### src/rtl/loader_pkg.sv
// Shared definitions for the boot/program loader: command and FSM encodings,
// header field positions and default memory geometry.
package loader_pkg;

  typedef enum logic [1:0] {
    CMD_LOAD_IMEM = 2'b00,
    CMD_LOAD_DMEM = 2'b01,
    CMD_RUN       = 2'b10,
    CMD_HALT      = 2'b11
  } cmd_e;

  typedef enum logic [1:0] {
    ST_HDR     = 2'b00,
    ST_PAYLOAD = 2'b01,
    ST_WRITE   = 2'b10
  } state_e;

  localparam int unsigned HDR_CMD_LSB  = 30;
  localparam int unsigned HDR_BASE_LSB = 16;
  localparam int unsigned HDR_CNT_LSB  = 0;
  localparam int unsigned HDR_CNT_W    = 16;

  localparam int unsigned DEF_IMEM_DEPTH = 256;
  localparam int unsigned DEF_DMEM_DEPTH = 1024;
  localparam int unsigned DEF_ADDR_W     = 14;

  function automatic cmd_e hdr_cmd(input logic [31:0] w);
    return cmd_e'(w[HDR_CMD_LSB +: 2]);
  endfunction

  function automatic logic [HDR_CNT_W-1:0] hdr_count(input logic [31:0] w);
    return w[HDR_CNT_LSB +: HDR_CNT_W];
  endfunction

endpackage

### src/rtl/byte_assembler.sv
// Little-endian byte-to-word packer. word_valid_o is combinational so the
// consumer can act on the same edge that accepts the fourth byte.
module byte_assembler
  import loader_pkg::*;
(
  input  logic        clk_i,
  input  logic        rst_i,
  input  logic [7:0]  byte_i,
  input  logic        byte_valid_i,
  input  logic        accept_en_i,
  output logic [31:0] word_o,
  output logic        word_valid_o
);

  logic [1:0]  cnt_q, cnt_d;
  logic [23:0] bytes_q, bytes_d;
  logic        accept;

  assign accept       = byte_valid_i && accept_en_i;
  assign word_o       = {byte_i, bytes_q};
  assign word_valid_o = accept && (cnt_q == 2'd3);

  always_comb begin
    cnt_d   = cnt_q;
    bytes_d = bytes_q;
    if (accept) begin
      cnt_d = cnt_q + 2'd1;
      case (cnt_q)
        2'd0:    bytes_d[7:0]   = byte_i;
        2'd1:    bytes_d[15:8]  = byte_i;
        2'd2:    bytes_d[23:16] = byte_i;
        default: bytes_d        = bytes_q;
      endcase
    end
  end

  always_ff @(posedge clk_i) begin
    if (rst_i) begin
      cnt_q   <= '0;
      bytes_q <= '0;
    end else begin
      cnt_q   <= cnt_d;
      bytes_q <= bytes_d;
    end
  end

endmodule

### src/rtl/program_loader.sv
// Boot loader: parses header/payload words from a byte stream, writes them into
// instruction or data memory while the CPU is held in reset, then releases it.
module program_loader
  import loader_pkg::*;
#(
  parameter int unsigned IMEM_DEPTH = DEF_IMEM_DEPTH,
  parameter int unsigned DMEM_DEPTH = DEF_DMEM_DEPTH,
  parameter int unsigned ADDR_W     = DEF_ADDR_W
) (
  input  logic        clk_i,
  input  logic        rst_i,
  input  logic [7:0]  rx_data_i,
  input  logic        rx_valid_i,
  output logic        rx_ready_o,
  output logic        imem_we_o,
  output logic [7:0]  imem_addr_o,
  output logic        dmem_we_o,
  output logic [9:0]  dmem_addr_o,
  output logic [31:0] mem_wdata_o,
  output logic        cpu_run_o,
  output logic        start_o,
  output logic        err_o,
  output logic        busy_o
);

  localparam int unsigned SUM_W = ((ADDR_W > HDR_CNT_W) ? ADDR_W : HDR_CNT_W) + 1;

  state_e                state_q;
  logic                  rx_ready_q;
  logic                  imem_we_q, dmem_we_q;
  logic [7:0]            imem_addr_q;
  logic [9:0]            dmem_addr_q;
  logic [31:0]           wdata_q;
  logic                  cpu_run_q, start_q, err_q, busy_q;
  logic                  is_dmem_q, discard_q, last_q;
  logic [ADDR_W-1:0]     base_q;
  logic [HDR_CNT_W-1:0]  cnt_q, idx_q;

  logic [31:0]           word;
  logic                  word_valid;
  logic [SUM_W-1:0]      waddr;
  logic [HDR_CNT_W:0]    idx_next;
  logic                  in_bounds;

  byte_assembler u_asm (
    .clk_i        (clk_i),
    .rst_i        (rst_i),
    .byte_i       (rx_data_i),
    .byte_valid_i (rx_valid_i),
    .accept_en_i  (rx_ready_q),
    .word_o       (word),
    .word_valid_o (word_valid)
  );

  // Full-width address so the bounds check sees overflow before truncation.
  assign waddr     = SUM_W'(base_q) + SUM_W'(idx_q);
  assign idx_next  = {1'b0, idx_q} + 1'b1;
  assign in_bounds = is_dmem_q ? (waddr < SUM_W'(DMEM_DEPTH))
                               : (waddr < SUM_W'(IMEM_DEPTH));

  always_ff @(posedge clk_i) begin
    if (rst_i) begin
      state_q     <= ST_HDR;
      rx_ready_q  <= 1'b0;
      imem_we_q   <= 1'b0;
      dmem_we_q   <= 1'b0;
      imem_addr_q <= '0;
      dmem_addr_q <= '0;
      wdata_q     <= '0;
      cpu_run_q   <= 1'b0;
      start_q     <= 1'b0;
      err_q       <= 1'b0;
      busy_q      <= 1'b0;
      is_dmem_q   <= 1'b0;
      discard_q   <= 1'b0;
      last_q      <= 1'b0;
      base_q      <= '0;
      cnt_q       <= '0;
      idx_q       <= '0;
    end else begin
      imem_we_q <= 1'b0;
      dmem_we_q <= 1'b0;
      case (state_q)
        ST_HDR: begin
          rx_ready_q <= 1'b1;
          if (word_valid) begin
            case (hdr_cmd(word))
              CMD_LOAD_IMEM, CMD_LOAD_DMEM: begin
                if (hdr_count(word) != '0) begin
                  is_dmem_q <= (hdr_cmd(word) == CMD_LOAD_DMEM);
                  base_q    <= word[HDR_BASE_LSB +: ADDR_W];
                  cnt_q     <= hdr_count(word);
                  idx_q     <= '0;
                  // A load while the CPU runs is framed but never written.
                  discard_q <= cpu_run_q;
                  if (cpu_run_q) err_q <= 1'b1;
                  busy_q    <= 1'b1;
                  state_q   <= ST_PAYLOAD;
                end
              end
              CMD_RUN: begin
                cpu_run_q <= 1'b1;
                start_q   <= 1'b1;
              end
              default: begin
                cpu_run_q <= 1'b0;
                start_q   <= 1'b0;
              end
            endcase
          end
        end
        ST_PAYLOAD: begin
          if (word_valid) begin
            rx_ready_q <= 1'b0;
            state_q    <= ST_WRITE;
            if (!in_bounds) begin
              err_q <= 1'b1;
            end else if (!discard_q) begin
              wdata_q <= word;
              if (is_dmem_q) begin
                dmem_we_q   <= 1'b1;
                dmem_addr_q <= waddr[9:0];
              end else begin
                imem_we_q   <= 1'b1;
                imem_addr_q <= waddr[7:0];
              end
            end
            idx_q  <= idx_next[HDR_CNT_W-1:0];
            last_q <= (idx_next == {1'b0, cnt_q});
          end else begin
            rx_ready_q <= 1'b1;
          end
        end
        ST_WRITE: begin
          rx_ready_q <= 1'b1;
          if (last_q) begin
            state_q <= ST_HDR;
            busy_q  <= 1'b0;
          end else begin
            state_q <= ST_PAYLOAD;
          end
        end
        default: state_q <= ST_HDR;
      endcase
    end
  end

  assign rx_ready_o  = rx_ready_q;
  assign imem_we_o   = imem_we_q;
  assign imem_addr_o = imem_addr_q;
  assign dmem_we_o   = dmem_we_q;
  assign dmem_addr_o = dmem_addr_q;
  assign mem_wdata_o = wdata_q;
  assign cpu_run_o   = cpu_run_q;
  assign start_o     = start_q;
  assign err_o       = err_q;
  assign busy_o      = busy_q;

endmodule

### config.mk
export PLATFORM = sky130hd
export DESIGN_NAME = program_loader
export DESIGN_NICKNAME = d
export VERILOG_FILES = /design/src/rtl/loader_pkg.sv /design/src/rtl/byte_assembler.sv /design/src/rtl/program_loader.sv
export SDC_FILE = /design/constraint.sdc
export NUM_CORES = 1
export LEC_CHECK = 0
export BUFFER_PORTS_ARGS = -buffer_cell sky130_fd_sc_hd__buf_2
export CAP_MARGIN = 30
export CORE_ASPECT_RATIO = 0.7
export CORE_MARGIN = 2
export CORE_UTILIZATION = 40
export DETAILED_ROUTE_END_ITERATION = 10
export PLACE_DENSITY = 0.64
export SKIP_LAST_GASP = 1
export SYNTH_ARGS = -nofsm -noshare
export SYNTH_HDL_FRONTEND = slang
export SYNTH_SLANG_ARGS = --single-unit
### constraint.sdc
create_clock -name clk_i -period 6 [get_ports clk_i]
set_clock_uncertainty 0.1 [all_clocks]
set_input_delay 0.6 -clock clk_i [delete_from_list [all_inputs] [get_ports clk_i]]
set_output_delay 0.6 -clock clk_i [all_outputs]
set_load 0.01 [all_outputs]
==> results.toml, run 1 <==
[timing]
worst_pin_slew_ns = 0.860
finalSetupViolations = 0
final-max-slew-violation-count = 0
hold_slack_ns = 0.348
hold_viol_final = 0
period_share_pct = 60.7
min_period_ns = 3.64
fmax_mhz = 275
tns_ns = 0
rsz0062_at_grt = "false"
slew_headroom_pct = 42.6

[cts]
cts_max_level = 4
cts_sinks = 133
postCtsSetupBuffers = 0
cts_resized = 0
cts_max_path_buffers = 2
cts_made_buffers = 17
cts_tree = "built"
clk_latency_ns = 0.42
cts_root_buf = "clkbuf_16"
postCtsHoldBufs = 0
path_clk_slew_ns = 0.06

[grt]
overflow = 0
grtUsageMet2_pct = 30.9
antenna_found_initial = 0
grt_max_degree = 83
track_usage_pct = 21.0
grt_pass1_vias = 5242
busiest_layer = "met2"
grt_pass1_wl_mm = 28.0
met3_usage_pct = 4.45
grtUsageMet1_pct = 30.8

[final_layout]
diodes = 0
drive_above_1_share_pct = 14.0
area_delta_synth_final_pct = 16.2
final_nets = 832

[routing]
wl_mm = 17.2
first_pass_iters = 5
antenna_left = 0
drt_iter0_drc = 438
vias = 5664
viasPerCell = 5.59
drt-wirelength-per-cell_um = 17.0
drc = 0

[floorplan]
rows = 38
die-area_mm2 = 0.0169
dieWidth_um = 155
core-area_mm2 = 0.0155
start_util_pct = 41.0
ios = 68
fp.dieH_um = 109

[yosys]
synth_fp_nets = 791
ys_top_cells_by_area = "dfxtp_1, a21oi_1, mux2i_1, nand2_1, ha_1"
synth_flop_cell = "dfxtp_1"
syn_area_mm2 = 0.00635
synthArstFlopShare_pct = 0
seq_area_frac_synth_pct = 41.9
synth_cell_types = 56
postSynthAreaPerCell_um2 = 8.36
synth_top_area_share_pct = 41.9
ys_seq_elements = 133
postSynthCellCount = 760
synth_area_leader_cell = "dfxtp_1"
synth_warnings = 0
synth-edff-count = 0

[worst_setup_path]
critPathMaxStageDelay_ns = 0.48
cp-start-kind = "register"
arrival_ns = 3.89
path_cells = "ha_1, inv_1, fa_1, nand2b_1, a21oi_1, o211a_1, o221ai_1, a211o_1, a2111o_1, buf_4, nor3_2, mux2i_1"
slowest_stage = "dfxtp_1"
critical_path_class = "register to register"
critPathCaptureType = "register"
crit_fanout = 40
crit_required_ns = 6.25

[run_status]
status = "finished clean"

[pwr]
p_seq_share_pct = 43.6
comb_power_share_pct = 2.5
power.density_mw_per_mm2 = 279
p_leak_nw = 2.99
p_int_mw = 1.59
switching_power_mw = 0.469
total_power_mw = 2.06
ir_drop_uv = 157
switching_share_pct = 22.8
p_clk_share_pct = 54.0

[place]
hpwlAfterDp_mm = 11.8
place_congestion = 0.875
numPortBuffers = 67

[run]
cap_violations = 0

[worst_hold_path]
hold_path.class = "register to register"
[layout make-up]
type,instances,area (µm²)
clock buffers,20,457
clock inverters,12,169
fillers,1505,8120
inverters,11,41.3
multi-input cells,563,3380
flip-flops and latches,133,2660
well taps,200,250
repair buffers,75,418
[path summary, 6_finish.rpt]
check             startpoint        endpoint  slack, ns  depth (start not counted)
hold reg to reg        err_o           err_o       0.35                          2
setup / recovery    idx_q[0]  dmem_addr_o[4]       2.36                         12
hold / removal         err_o           err_o       0.35                          2
setup reg to reg    idx_q[0]  dmem_addr_o[4]       2.36                         12
[logic make-up after synthesis]
group / count (synthesis) / synth area share (%)
compound gates: 213 / 19.4
simple gates: 260 / 19.5
buf+inv: 64 / 4.83
mux: 33 / 5.20
fa+ha+maj: 20 / 4.06
flops: 133 / 41.9
xor+xnor: 37 / 5.10
[worst max-delay path: cells and delay by family (launching register included)]
kind            cells  cell delay, ns
fa+ha+maj           2            0.64
compound gates      5            1.27
buf+inv             2            0.32
simple gates        2            0.54
flops               1            0.48
mux                 1            0.22
[sequential cells by signal (all words and copies together) (netlist names)]
register,flops
u_asm.cnt_q,2
imem_addr_o,8
last_q,1
dmem_we_o,1
u_asm.bytes_q,24
base_q,14
busy_o,1
discard_q,1
cnt_q,16
rx_ready_o,1
mem_wdata_o,32
is_dmem_q,1
err_o,1
state_q,2
start_o,1
idx_q,16
imem_we_o,1
dmem_addr_o,10
[metal layers]
metal  wire [µm]  vias to the layer above
met2        7110                      159
met1        8960                     2703
met5           0                        -
met3         926                       18
li1            -                     2784
met4         243                        0
[Yosys cell counts, types with 4 or more instances]
cell type  number
dfxtp_1       133
a21oi_1       102
nand2_1        87
nor2_1         56
nand3_1        43
clkbuf_1       34
mux2i_1        33
o21ai_1        33
o21ai_0        31
xnor2_1        24
ha_1           19
nand4_1        15
nand2b_1       13
xor2_1         13
inv_1          10
o31ai_1         9
or3_1           9
buf_6           7
nor3_1          7
nor4_1          6
a211oi_1        5
and3_1          5
buf_1           5
buf_2           5
a21o_1          4
o21a_1          4
[metrics by stage]
step	setup slack [ns]	instances	cell area, µm²	util [%]
CTS	2.35	1014	7380	47.6
global placement	2.46	981	6730	43.4
finish	2.36	1014	7380	47.6
global route	2.07	1014	7380	47.6
detailed placement	2.36	982	6760	43.6
floorplan	2.82	760	6350	-
[power groups by stage]
stage                     Combinational, mW  Sequential (mW)  Clock, mW
final                                0.0504            0.897       1.11
after global routing                 0.0544            0.897       1.16
after CTS                            0.0500            0.896       1.12
after detailed placement             0.0499            0.916          0
after global placement               0.0498            0.916          0
after floorplan                      0.0323            0.912          0
[layout by cell type, fill, tap and decap left out, types with 4 or more instances in the layout]
master	netlist	layout
nand2_1	87	87
a21o_1	4	4
o21ai_1	33	33
nor4_1	6	6
nand2b_1	13	13
clkbuf_16	0	17
o31ai_1	9	9
o21a_1	4	4
inv_1	10	10
buf_2	5	66
dfxtp_1	133	133
mux2i_1	33	33
xnor2_1	24	24
a211oi_1	5	5
nor2_1	56	55
a21oi_1	102	102
nand4_1	15	15
buf_4	2	8
nand3_1	43	43
xor2_1	13	13
or3_1	9	9
nor3_1	7	7
ha_1	19	19
o21ai_0	31	31
and3_1	5	5
(Power assumes the default switching activity.)
==> run 2: changes to the inputs <==
==> constraint.sdc (replaced) <==
create_clock -name clk_i -period 3.4 [get_ports clk_i]
set_clock_uncertainty 0.1 [all_clocks]
set_input_delay 0.34 -clock clk_i [delete_from_list [all_inputs] [get_ports clk_i]]
set_output_delay 0.34 -clock clk_i [all_outputs]
set_load 0.01 [all_outputs]
==> run 2 against run 1 <==
Against the previous run: final area increased by 2.3%; sequential power increased by 76%; sequential cell count did not move; core utilization rose by 1.1 points; hold slack got worse by 0.19 ns; register-to-register slack lost 2.2 ns; highest routed layer unchanged; sequential share of layout area shrank 0.82 points.
==> results.toml, run 2 (same netlist as run 1, synthesis figures left out) <==
[cts]
cts_made_buffers = 17
cts_root_buf = "clkbuf_16"
path_clk_slew_ns = 0.06
cts_max_level = 4
cts_max_path_buffers = 2
cts_tree = "built"
clk_latency_ns = 0.42
cts_sinks = 133
postCtsHoldBufs = 0

[grt]
grt_pass1_wl_mm = 28.2
overflow = 0
grt_max_degree = 102
antenna_found_initial = 0
grt_pass1_vias = 5282
track_usage_pct = 21.2

[floorplan]
die-area_mm2 = 0.0169
core-area_mm2 = 0.0155
rows = 38
ios = 68
dieWidth_um = 155
fp.dieH_um = 109
start_util_pct = 41.0

[worst_setup_path]
reg2reg_slack_ns = 0.14
cp-start-kind = "register"
arrival_ns = 3.49
crit_required_ns = 3.63
critical_path_class = "register to register"
r2r_start = "base_q[5]"
r2r-end = "imem_we_o"
crit_fanout = 5
r2r_cells = 10
critPathCaptureType = "register"

[timing]
finalSetupViolations = 0
final-max-slew-violation-count = 0
rsz0062_at_grt = "true"
hold_viol_final = 0
fmax_mhz = 307
hold_slack_ns = 0.156
worst_pin_slew_ns = 1.02
slew_headroom_pct = 31.9
period_share_pct = 95.8
tns_ns = 0
min_period_ns = 3.26

[worst_hold_path]
hold_depth = 3
min-delay-start = "rx_data_i[2]"
hold_path.class = "input port to register"
whs_endpoint = "base_q[10]"

[final_layout]
drive_above_1_share_pct = 16.4
final_cell_mix = "dfxtp_1, a21oi_1, nand2_1"
largest_reg_flops = 32
final_common_cell = "dfxtp_1"
final_nets = 848
diodes = 0
final_util_pct = 48.7
area_delta_synth_final_pct = 18.9

[place]
place_congestion = 0.871
hpwlAfterDp_mm = 11.9
numPortBuffers = 67

[routing]
first_pass_iters = 4
wl_mm = 17.1
drt-wirelength-per-cell_um = 16.6
drc = 0
vias = 5715
antenna_left = 0
drt_iter0_drc = 449
viasPerCell = 5.55

[pwr]
p_clk_share_pct = 54.3
p_seq_share_pct = 43.2
power.density_mw_per_mm2 = 484
comb_power_share_pct = 2.5
p_int_mw = 2.86
switching_share_pct = 21.9
p_leak_nw = 3.10
ir_drop_uv = 311
switching_power_mw = 0.803

[run]
cap_violations = 0

[run_status]
status = "finished clean"
## run 2: timing repair
action / 4_1_cts / 5_1_grt
setup buffers: 0 / 1
setup endpoints to repair: 0 / 46
resized for setup: 0 / 8
## run 2: layout make-up
type	count	area [µm²]
flip-flops and latches	133	2660
clock buffers	19	443
clock inverters	13	194
multi-input cells	563	3410
repair buffers	91	551
well taps	200	250
fillers	1520	7950
inverters	11	41.3
## run 2: power groups by stage
stage / logic, mW / registers [mW] / clock network [mW]
after floorplan: 0.0570 / 1.61 / 0
after global placement: 0.0899 / 1.61 / 0
after detailed placement: 0.0903 / 1.62 / 0
after CTS: 0.0913 / 1.58 / 2.01
after global routing: 0.0997 / 1.58 / 2.10
final: 0.0921 / 1.58 / 1.98
## run 2: how the worst max path moves through the flow
| stage | from | endpoint | slack, ns |
|---|---|---|---|
| finish | base_q[5] | imem_we_o | 0.14 |
| global placement | base_q[0] | mem_wdata_o[13] | 0.16 |
| detailed placement | base_q[0] | mem_wdata_o[5] | 0.1 |
| global route | idx_q[3] | dmem_addr_o[1] | -0.04 |
| floorplan | idx_q[0] | mem_wdata_o[10] | 0.22 |
| CTS | base_q[0] | mem_wdata_o[5] | 0.07 |
## run 2: metal layers
metal  routed length (µm)  share of wire [%]  global-route usage, %
met1                 8640                 50                   30.8
met2                 7150                 42                   31.7
met3                 1110                6.5                   4.69
met4                  249                1.5                   5.75
met5                    0                  0                      0
## run 2: metrics by stage
| step | setup slack, ns | std cells | area, µm² | power, mW |
|---|---|---|---|---|
| 6_report | 0.144 | 1030 | 7550 | 3.66 |
| 5_1_grt | -0.0447 | 1030 | 7550 | 3.78 |
| 4_1_cts | 0.0745 | 1029 | 7510 | 3.68 |
| 3_5_place_dp | 0.0952 | 997 | 6870 | 1.71 |
| 3_3_place_gp | 0.158 | 997 | 6870 | 1.70 |
| 2_1_floorplan | 0.224 | 760 | 6350 | 1.67 |
## run 2: critical path, cell delays in order, from the launching register on
cell and delay [ns]:
dfxtp_1 0.31, ha_1 0.40, a21oi_4 0.22, nand2_1 0.10, o211a_1 0.22, or4_1 0.46, a211o_1 0.36, buf_4 0.15
a211o_1 0.29, or3_1 0.43, nor3_1 0.14
==> run 3: changes to the inputs <==
--- a/config.mk
+++ b/config.mk
@@ -15,4 +15,5 @@
 export SKIP_LAST_GASP = 1
 export SYNTH_ARGS = -nofsm -noshare
 export SYNTH_HDL_FRONTEND = slang
+export SYNTH_HIERARCHICAL = 1
 export SYNTH_SLANG_ARGS = --single-unit
==> run 3 against run 2 <==
Against the previous run: combinational power up 2%; first-iteration DRC count up 46%; critical path depth up 1; worst setup slack better by 0.065 ns; routed wire length down 0.57%; global-route usage down 1.6 points; total power down 1.9%; final area up 3.5%; core utilization down 0.77 points; hold slack worse by 0.060 ns.
==> results.toml, run 3 <==
[run]
cap_violations = 0

[routing]
wl_mm = 17.0
drc = 0
drt-wirelength-per-cell_um = 16.0
vias = 5622
viasPerCell = 5.28
antenna_left = 0
first_pass_iters = 5
drt_iter0_drc = 655

[yosys]
synth_fp_nets = 803
synth_top_area_share_pct = 40.1
syn_area_mm2 = 0.00665
synthArstFlopShare_pct = 0
ys_top_cells_by_area = "dfxtp_1, mux2i_1, nand2_1, a21oi_1, nor2_1"
synth_area_leader_cell = "dfxtp_1"
synth_cell_types = 64
synth_flop_cell = "dfxtp_1"
postSynthCellCount = 772
seq_area_frac_synth_pct = 40.1
synth_warnings = 6
ys_seq_elements = 133
yosysMostFrequentCell = "dfxtp_1"
postSynthAreaPerCell_um2 = 8.61
synthTopCellsByCount = "dfxtp_1, nand2_1, nor2_1"
synth-edff-count = 0

[final_layout]
fin_cells = 1065
final_util_pct = 48.0
area_delta_synth_final_pct = 17.6
final_cell_mix = "dfxtp_1, nand2_1, nor2_1"
drive_above_1_share_pct = 17.4
largest_reg_flops = 32
final_nets = 859
final_common_cell = "dfxtp_1"
diodes = 0

[worst_setup_path]
cp_num_cells = 11
crit_fanout = 32
critPathCaptureType = "register"
cp-start-kind = "register"
critPathTopFamily = "compound AO/OA/AOI/OAI gates"
r2r_cells = 11
r2r_start = "base_q[4]"
crit_start = "base_q[4]"
path_buf_inv = 2
arrival_ns = 3.36
worstSetupEndpoint = "mem_wdata_o[29]"
crit_required_ns = 3.57
r2r-end = "mem_wdata_o[29]"
critical_path_class = "register to register"
reg2reg_slack_ns = 0.21
path_cells = "ha_1, a21o_1, a31oi_1, a21oi_1, or4_1, a222oi_1, buf_4, nand3_2, buf_12, mux2i_1, nor2_1"
critPathMaxStageDelay_ns = 0.51
slowest_stage = "or4_1"

[grt]
overflow = 0
track_usage_pct = 19.6
grt_max_degree = 78
grt_pass1_vias = 5087
antenna_found_initial = 0
grt_pass1_wl_mm = 27.3

[timing]
slew_headroom_pct = 54.6
hold_viol_final = 0
min_period_ns = 3.19
period_share_pct = 93.8
fmax_mhz = 313
hold_slack_ns = 0.0957
finalSetupViolations = 0
worst_pin_slew_ns = 0.671
final-max-slew-violation-count = 0

[place]
dp.cells = 1034
hpwlAfterDp_mm = 12.2
place_congestion = 0.913
numPortBuffers = 67

[floorplan]
dieWidth_um = 158
start_util_pct = 40.8
ios = 68
die-area_mm2 = 0.0177
core-area_mm2 = 0.0163
fp.dieH_um = 112
rows = 39

[cts]
cts_sinks = 133
cts_root_buf = "clkbuf_16"
clk_latency_ns = 0.41
postCtsSetupBuffers = 0
cts_max_path_buffers = 2
postCtsHoldBufs = 0
cts_made_buffers = 17
cts_max_level = 4
cts_resized = 0
path_clk_slew_ns = 0.06
cts_tree = "built"

[pwr]
ir_drop_uv = 288
p_leak_nw = 3.41
power.density_mw_per_mm2 = 459
p_int_mw = 2.81
switching_power_mw = 0.774
switching_share_pct = 21.6
p_seq_share_pct = 44.1
p_clk_share_pct = 53.3
comb_power_share_pct = 2.6

[run_status]
status = "finished clean"

[worst_hold_path]
hold_path.class = "input port to register"
run 3: changes by cell type after synthesis, sizes merged, moves of 5 or more:
cell,delta
and3,+7
nand2b,+24
nand3,-27
nand4,-10
nor2b,+5
a21oi,-39
o21ai,-30
or3,-6
nor2,+19
a22oi,+5
mux2i,+26
nand3b,+17
nor4,+5
run 3: worst min-delay path by stage:
stage                 start              end  cells after the start
6_report       rx_data_i[0]  mem_wdata_o[24]                      3
2_1_floorplan     base_q[0]        base_q[0]                      2
3_3_place_gp      base_q[9]        base_q[9]                      2
3_5_place_dp      base_q[9]        base_q[9]                      2
5_1_grt        rx_data_i[0]  mem_wdata_o[24]                      3
4_1_cts        rx_data_i[2]       base_q[10]                      3
run 3: cells by family after synthesis:
logic type	after synthesis	share of synthesized area (%)
AO/OA/AOI/OAI	152	14.4
XOR/XNOR	29	3.82
adder cells (fa/ha/maj)	20	3.88
multiplexers	59	8.88
buffers and inverters	71	5.36
AND/OR/NAND/NOR	308	23.6
flip-flops	133	40.1
run 3: worst reg2reg max path: cells and delay by family, from the launching register on:
family / cells / cell delay, ns
simple gates: 3 / 0.66
mux: 1 / 0.20
fa+ha+maj: 1 / 0.37
buf+inv: 2 / 0.41
flops: 1 / 0.31
compound gates: 4 / 1.00
run 3: layer usage:
| metal | vias up | routed length, µm | track usage (%) |
|---|---|---|---|
| met5 | - | 0 | 0 |
| li1 | 2790 | - | - |
| met3 | 20 | 1410 | 3.97 |
| met2 | 207 | 6930 | 27.1 |
| met4 | 0 | 114 | 4.62 |
| met1 | 2605 | 8590 | 30.9 |
run 3: layout make-up:
type / count / area [µm²]
Inverter: 11 / 41.3
Tap cell: 225 / 282
Timing Repair Buffer: 97 / 576
Clock inverter: 11 / 149
Clock buffer: 20 / 467
Fill cell: 1600 / 8480
Multi-Input combinational cell: 568 / 3640
Sequential cell: 133 / 2660
run 3: stage by stage:
| stage | power [mW] | TNS (ns) | setup slack, ns | instance area (µm²) |
|---|---|---|---|---|
| global placement | 1.71 | 0 | 0.180 | 7190 |
| CTS | 3.61 | 0 | 0.234 | 7800 |
| detailed placement | 1.71 | 0 | 0.241 | 7190 |
| floorplan | 1.68 | 0 | 0.132 | 6650 |
| global route | 3.70 | -0.000659 | -0.000659 | 7820 |
| finish | 3.59 | 0 | 0.210 | 7820 |
run 3: power groups by stage:
stage | Clock (mW) | Sequential, mW | Combinational (mW)
floorplan | 0 | 1.61 | 0.0746
global placement | 0 | 1.61 | 0.0924
detailed placement | 0 | 1.61 | 0.0933
CTS | 1.93 | 1.58 | 0.0940
global route | 2.01 | 1.58 | 0.102
finish | 1.91 | 1.58 | 0.0937
